<file path="src/rtl/hazard_if.sv">
// hazard_if: pipeline-side hazard inputs and the controller's enable/status outputs.
interface hazard_if #(parameter int CNT_W = 32);
  logic [4:0]       if_id_rs1;
  logic [4:0]       if_id_rs2;
  logic             if_id_uses_rs2;
  logic [6:0]       id_ex_opcode;
  logic [4:0]       id_ex_rd;
  logic             ex_branch_taken;
  logic             mem_req;
  logic             mem_ready;
  logic             pc_write;
  logic             if_id_write;
  logic             if_id_flush;
  logic             id_ex_bubble;
  logic             freeze;
  logic             halted;
  logic             mem_err;
  logic [CNT_W-1:0] stall_count;
  modport master(
    output if_id_rs1, if_id_rs2, if_id_uses_rs2, id_ex_opcode, id_ex_rd,
           ex_branch_taken, mem_req, mem_ready,
    input  pc_write, if_id_write, if_id_flush, id_ex_bubble, freeze,
           halted, mem_err, stall_count
  );
  modport slave(
    input  if_id_rs1, if_id_rs2, if_id_uses_rs2, id_ex_opcode, id_ex_rd,
           ex_branch_taken, mem_req, mem_ready,
    output pc_write, if_id_write, if_id_flush, id_ex_bubble, freeze,
           halted, mem_err, stall_count
  );
endinterface

</file>
<file path="src/rtl/hazard_ctrl.sv">
// hazard_ctrl: load-use stalls, branch flushes, memory freezes and halt with memory timeout.
module hazard_ctrl #(
    parameter int FLUSH_CYCLES = 2,
    parameter int MEM_TIMEOUT  = 255,
    parameter int CNT_W        = 32
) (
    input logic clk,
    input logic rst,
    hazard_if.slave h
);
    localparam logic [6:0] OP_LW  = 7'b0000011;
    localparam logic [6:0] OP_HLT = 7'b1111111;
    typedef enum logic [1:0] {RUN, FLUSH, HALT} state_t;
    state_t           state;
    logic [3:0]       flush_cnt;
    logic [15:0]      wait_cnt;
    logic             mem_err_q;
    logic [CNT_W-1:0] stall_q;
    logic run, fl, hl, br, is_hlt, memwait, loaduse, timeout;
    logic pc_write, if_id_write, if_id_flush, id_ex_bubble, freeze;
    assign run     = state == RUN;
    assign fl      = state == FLUSH;
    assign hl      = state == HALT;
    assign br      = h.ex_branch_taken;
    assign is_hlt  = h.id_ex_opcode == OP_HLT;
    assign memwait = h.mem_req && !h.mem_ready;
    assign loaduse = h.id_ex_opcode == OP_LW && h.id_ex_rd != 5'd0 &&
                     (h.id_ex_rd == h.if_id_rs1 || (h.if_id_uses_rs2 && h.id_ex_rd == h.if_id_rs2));
    assign timeout = memwait && wait_cnt == 16'(MEM_TIMEOUT - 1);
    // Reset forces a safe NOP-injecting, PC-holding pattern regardless of state.
    assign freeze       = !rst && memwait;
    assign pc_write     = !rst && !memwait && (fl || (run && (br || !(is_hlt || loaduse))));
    assign if_id_write  = !rst && !memwait && (fl || (run && !br && !is_hlt && !loaduse));
    assign if_id_flush  = rst || (!memwait && (fl || (run && br)));
    assign id_ex_bubble = rst || hl || (!memwait && (fl || (run && (br || is_hlt || loaduse))));
    assign h.pc_write     = pc_write;
    assign h.if_id_write  = if_id_write;
    assign h.if_id_flush  = if_id_flush;
    assign h.id_ex_bubble = id_ex_bubble;
    assign h.freeze       = freeze;
    assign h.halted       = hl;
    assign h.mem_err      = mem_err_q;
    assign h.stall_count  = stall_q;
    always_ff @(posedge clk or posedge rst) begin
        if (rst) begin
            state     <= RUN;
            flush_cnt <= 4'd0;
            wait_cnt  <= 16'd0;
            mem_err_q <= 1'b0;
            stall_q   <= '0;
        end else begin
            wait_cnt <= memwait ? wait_cnt + 16'd1 : 16'd0;
            if (!pc_write && !hl && stall_q != '1) stall_q <= stall_q + 1'b1;
            if (timeout) begin
                mem_err_q <= 1'b1;
                state     <= HALT;
            end else if (!memwait) begin
                // The branch cycle itself is the first flush cycle, so FLUSH lasts FLUSH_CYCLES-1.
                if (run && br && FLUSH_CYCLES > 1) begin
                    state     <= FLUSH;
                    flush_cnt <= 4'(FLUSH_CYCLES - 2);
                end else if (run && !br && is_hlt) begin
                    state <= HALT;
                end else if (fl) begin
                    if (flush_cnt == 4'd0) state <= RUN;
                    else flush_cnt <= flush_cnt - 4'd1;
                end
            end
        end
    end
endmodule

</file>
<file path="src/flat_wrapper.sv">
// flat-port wrapper written by rule: the top's interface ports become plain ports
module hazard_ctrl_flat 
#(
    parameter int FLUSH_CYCLES = 2,
    parameter int MEM_TIMEOUT  = 255,
    parameter int CNT_W        = 32
)
  (clk, rst, h_if_id_rs1, h_if_id_rs2, h_if_id_uses_rs2, h_id_ex_opcode, h_id_ex_rd, h_ex_branch_taken, h_mem_req, h_mem_ready, h_pc_write, h_if_id_write, h_if_id_flush, h_id_ex_bubble, h_freeze, h_halted, h_mem_err, h_stall_count);
  hazard_if #(.CNT_W(CNT_W)) h_i ();
  input logic clk;
  input logic rst;
  input wire logic [$bits(h_i.if_id_rs1)-1:0] h_if_id_rs1;
  input wire logic [$bits(h_i.if_id_rs2)-1:0] h_if_id_rs2;
  input wire logic [$bits(h_i.if_id_uses_rs2)-1:0] h_if_id_uses_rs2;
  input wire logic [$bits(h_i.id_ex_opcode)-1:0] h_id_ex_opcode;
  input wire logic [$bits(h_i.id_ex_rd)-1:0] h_id_ex_rd;
  input wire logic [$bits(h_i.ex_branch_taken)-1:0] h_ex_branch_taken;
  input wire logic [$bits(h_i.mem_req)-1:0] h_mem_req;
  input wire logic [$bits(h_i.mem_ready)-1:0] h_mem_ready;
  output wire logic [$bits(h_i.pc_write)-1:0] h_pc_write;
  output wire logic [$bits(h_i.if_id_write)-1:0] h_if_id_write;
  output wire logic [$bits(h_i.if_id_flush)-1:0] h_if_id_flush;
  output wire logic [$bits(h_i.id_ex_bubble)-1:0] h_id_ex_bubble;
  output wire logic [$bits(h_i.freeze)-1:0] h_freeze;
  output wire logic [$bits(h_i.halted)-1:0] h_halted;
  output wire logic [$bits(h_i.mem_err)-1:0] h_mem_err;
  output wire logic [$bits(h_i.stall_count)-1:0] h_stall_count;
  assign h_i.if_id_rs1 = h_if_id_rs1;
  assign h_i.if_id_rs2 = h_if_id_rs2;
  assign h_i.if_id_uses_rs2 = h_if_id_uses_rs2;
  assign h_i.id_ex_opcode = h_id_ex_opcode;
  assign h_i.id_ex_rd = h_id_ex_rd;
  assign h_i.ex_branch_taken = h_ex_branch_taken;
  assign h_i.mem_req = h_mem_req;
  assign h_i.mem_ready = h_mem_ready;
  assign h_pc_write = h_i.pc_write;
  assign h_if_id_write = h_i.if_id_write;
  assign h_if_id_flush = h_i.if_id_flush;
  assign h_id_ex_bubble = h_i.id_ex_bubble;
  assign h_freeze = h_i.freeze;
  assign h_halted = h_i.halted;
  assign h_mem_err = h_i.mem_err;
  assign h_stall_count = h_i.stall_count;
  hazard_ctrl #(.FLUSH_CYCLES(FLUSH_CYCLES), .MEM_TIMEOUT(MEM_TIMEOUT), .CNT_W(CNT_W)) u_core (.clk(clk), .rst(rst), .h(h_i));
endmodule
</file>
<file path="config.mk">
export PLATFORM = sky130hd
export DESIGN_NAME = hazard_ctrl_flat
export DESIGN_NICKNAME = d
export VERILOG_FILES = /design/src/rtl/hazard_if.sv /design/src/rtl/hazard_ctrl.sv /design/src/flat_wrapper.sv
export SDC_FILE = /design/constraint.sdc
export NUM_CORES = 1
export LEC_CHECK = 0
export BUFFER_PORTS_ARGS = -buffer_cell sky130_fd_sc_hd__buf_2
export CAP_MARGIN = 20
export CORE_UTILIZATION = 30
export CTS_CLUSTER_SIZE = 28
export DETAILED_ROUTE_END_ITERATION = 8
export GPL_ROUTABILITY_DRIVEN = 0
export SLEW_MARGIN = 40
export SYNTH_ARGS = -nofsm -noshare
export SYNTH_HDL_FRONTEND = slang
export SYNTH_SLANG_ARGS = --single-unit
</file>
<file path="constraint.sdc">
create_clock -name clk -period 2.2 [get_ports clk]
set_clock_uncertainty 0.05 [all_clocks]
set_input_delay 0.11 -clock clk [delete_from_list [all_inputs] [get_ports clk]]
set_output_delay 0.11 -clock clk [all_outputs]
set_load 0.005 [all_outputs]
</file>
==> run metrics <==
port bufs 66; Inserted Diodes 0; largest net degree at the start of global routing 52; CORE AREA 9820 um2; Sequential Area 1380 um2; vias per inst between 4 and 5; htree depth 2; Clock Power Share 20.6%; clock-pin slew on the worst setup and hold paths 90 ps; register area share after synthesis 44.9%; vias approximately 2600; most common cell after layout, fill and taps aside buf_2; DRC viols 0; Tmin final 2140 ps; first-pass GRT wire length 12100 um; power density over cell area between 600 and 700 nW/um2; Die W about 100 um; # setup viols final 0; Worst-Margin Slew 644 ps; Crit. End Element flip-flop; final setup TNS 0 ps; number of I/O pins 67; Netlist cell types 46; number of flops mapped to enable cells by yosys 0; Final Hold Fails 0; internal power 1.83 mW; area of the multi-input gates 1620 um2; initial antenna violation count 0; status finished, final reports clean; compound-cell area share of the yosys netlist 4.74%; Die ar. ~11000 um2; synthesized net count 343; fin nets roughly 440; Core Util, Final a little under 40%; cells after synthesis 311; ys flop type dfrtp_1; max frequency around 470 MHz; pre-CTS WS 24.1 ps; share of layout cells above drive strength 1 31.5%; unrepaired setup endpoints after global routing true; Total GRT Usage around 14%; drt total wl 7040 um; CTS Sinks 55; DRT Pass-1 Iters 4; Mapped Area 3060 um2; Seq pwr share 46.1%; crit start category flip-flop; Avg Cell Area, Syn 9.85 um2; fin. max-slew vios 0; final period utilization 97.2%; Clk Tree Root Cell clkbuf_8; critical path arrival between 2000 and 2500 ps; PnR worst setup slack 60.8 ps; Worst Hold Class in2reg; clock buffer count from CTS 5; simple logic cell fraction of the synthesized area 29.5%; maximum VDD drop about 310 uV; combinational group share of total power 33.3%; most frequent cells in the layout buf_2, dfrtp_1, xor2_1, buf_4, nor2_1; DP HPWL 5370 um; mux cell area share after synthesis ~1.1%; sw frac 32.6%; fillcell total just over 1000; main combinational cell family by area after synthesis simple AND/OR/NAND/NOR gates; CTS tree yes; vias in the first global route 2614; crit-path max FO 4; Synth Area in Adders 1.63%; Clock Latency Late Sink 300 ps; Final ANT Viol Nets 0; grt total ovfl 0; NetSw roughly 0.88 mW; Async SR Flop Fraction 100%; Max Cap Viol 0; synthesized flop and latch total 55; CTS Buffer Depth 2; WS Path Type reg2reg; Ys Warns 0; WL/cell 13.0 um; Worst EP required 2340 ps; Placement Rows 36; Iter 0 DRT Violations between 100 and 150; Synth Area in XOR/XNOR 15.4%; Initial Util ~31%; DIE HEIGHT 103 um; Worst slew margin approximately 57%; Leakage slightly below 2 nW; Area Overhead vs Synth 27.3%
-- through the flow --
step | instance area [um2] | hold WS (ps) | power, mW | cells
after floorplan | 3060 | 201 | 1.78 | 311
after global placement | 3780 | -14.0 | 2.14 | 533
after detailed placement | 3780 | -7.57 | 2.17 | 533
after CTS | 3870 | 160 | 2.75 | 541
after global routing | 3900 | 216 | 2.92 | 542
final | 3900 | 169 | 2.71 | 542
-- critical path, stage by stage, from the launching register on --
cell     delay (ps)
dfrtp_1         360
nand4_1         180
or3_4           430
or4_4           480
nor3_4          180
mux2_2          360
-- synthesized netlist by cell type, types with 2 or more instances --
library cell / n / area (um2)
dfrtp_1: 55 / 1380
xor2_1: 43 / 377
nor2_1: 31 / 116
nand2_1: 26 / 97.6
nor3_1: 22 / 110
nand3_1: 18 / 90.1
xnor2_1: 9 / 78.8
and3_1: 8 / 50.1
nand4_1: 8 / 50.1
nor4_2: 8 / 100
or3_1: 7 / 43.8
inv_1: 5 / 18.8
o21ai_0: 5 / 25.0
and4_1: 4 / 35.0
clkbuf_1: 4 / 15.0
ha_1: 4 / 50.1
nor4_1: 4 / 25.0
nor4b_1: 4 / 35.0
or2_2: 4 / 25.0
or4_1: 4 / 30.0
buf_2: 3 / 15.0
nand2b_1: 3 / 18.8
a21oi_1: 2 / 10.0
and2_1: 2 / 12.5
buf_6: 2 / 22.5
mux2_1: 2 / 22.5
nor2b_1: 2 / 12.5
o211ai_1: 2 / 15.0
o21bai_1: 2 / 15.0
or4_4: 2 / 22.5
-- layer usage --
metal / vias up / share of wire, % / GRT usage, % / wire, um
met4: 0 / 1.2 / 3.90 / 85
li1: 1293 / - / - / -
met5: - / 0 / 0 / 0
met3: 7 / 5.7 / 2.98 / 398
met2: 76 / 45 / 24.2 / 3160
met1: 1250 / 48 / 18.8 / 3400
-- power groups by stage --
stage                     combinational, mW  sequential (mW)  clock [mW]
after global placement                0.875             1.27           0
final                                 0.904             1.25       0.558
after CTS                             0.909             1.25       0.588
after floorplan                       0.506             1.27           0
after detailed placement              0.901             1.27           0
after global routing                   1.02             1.27       0.628
-- registers in the layout, summed over array words and instances, names as in the netlist --
name / flops
u_core.state: 2
u_core.wait_cnt: 16
u_core.h.stall_count: 32
u_core.flush_cnt: 4
u_core.h.mem_err: 1
-- cells by family (layout without fill, tap and decap cells) --
kind of cell | Yosys count | in the layout
mux | 3 | 3
compound gates | 20 | 20
xor+xnor | 53 | 53
simple gates | 160 | 160
fa+ha+maj | 4 | 4
buf+inv | 16 | 114
flops | 55 | 55
-- final timing paths --
kind,start,endpoint,slack (ps),cells after the start
max in group asynchronous,rst,u_core.h.stall_count[19],1040,4
min in group asynchronous,rst,u_core.flush_cnt[0],220,3
worst max register to register,u_core.h.stall_count[16],u_core.h.stall_count[28],60,5
worst min register to register,u_core.h.mem_err,u_core.h.mem_err,430,1
worst min-delay path,h_ex_branch_taken,u_core.flush_cnt[3],170,4
worst max-delay path,u_core.h.stall_count[16],u_core.h.stall_count[28],60,5
-- area by class of cell --
cell class              count  area share, %
repair buffers            102           16.1
flip-flops and latches     55           35.3
multi-input cells         240           41.6
clock buffers               6           2.12
inverters                   5          0.481
clock inverters             1          0.128
well taps                 133           4.27
-- timing repair --
item	in CTS	in global routing
hold endpoints to repair	4	0
resized for setup	0	4
hold buffers	1	0
buffers inserted	0	1
endpoints found under the setup margin	0	15
No activity file was read; power rests on OpenSTA's default activity.
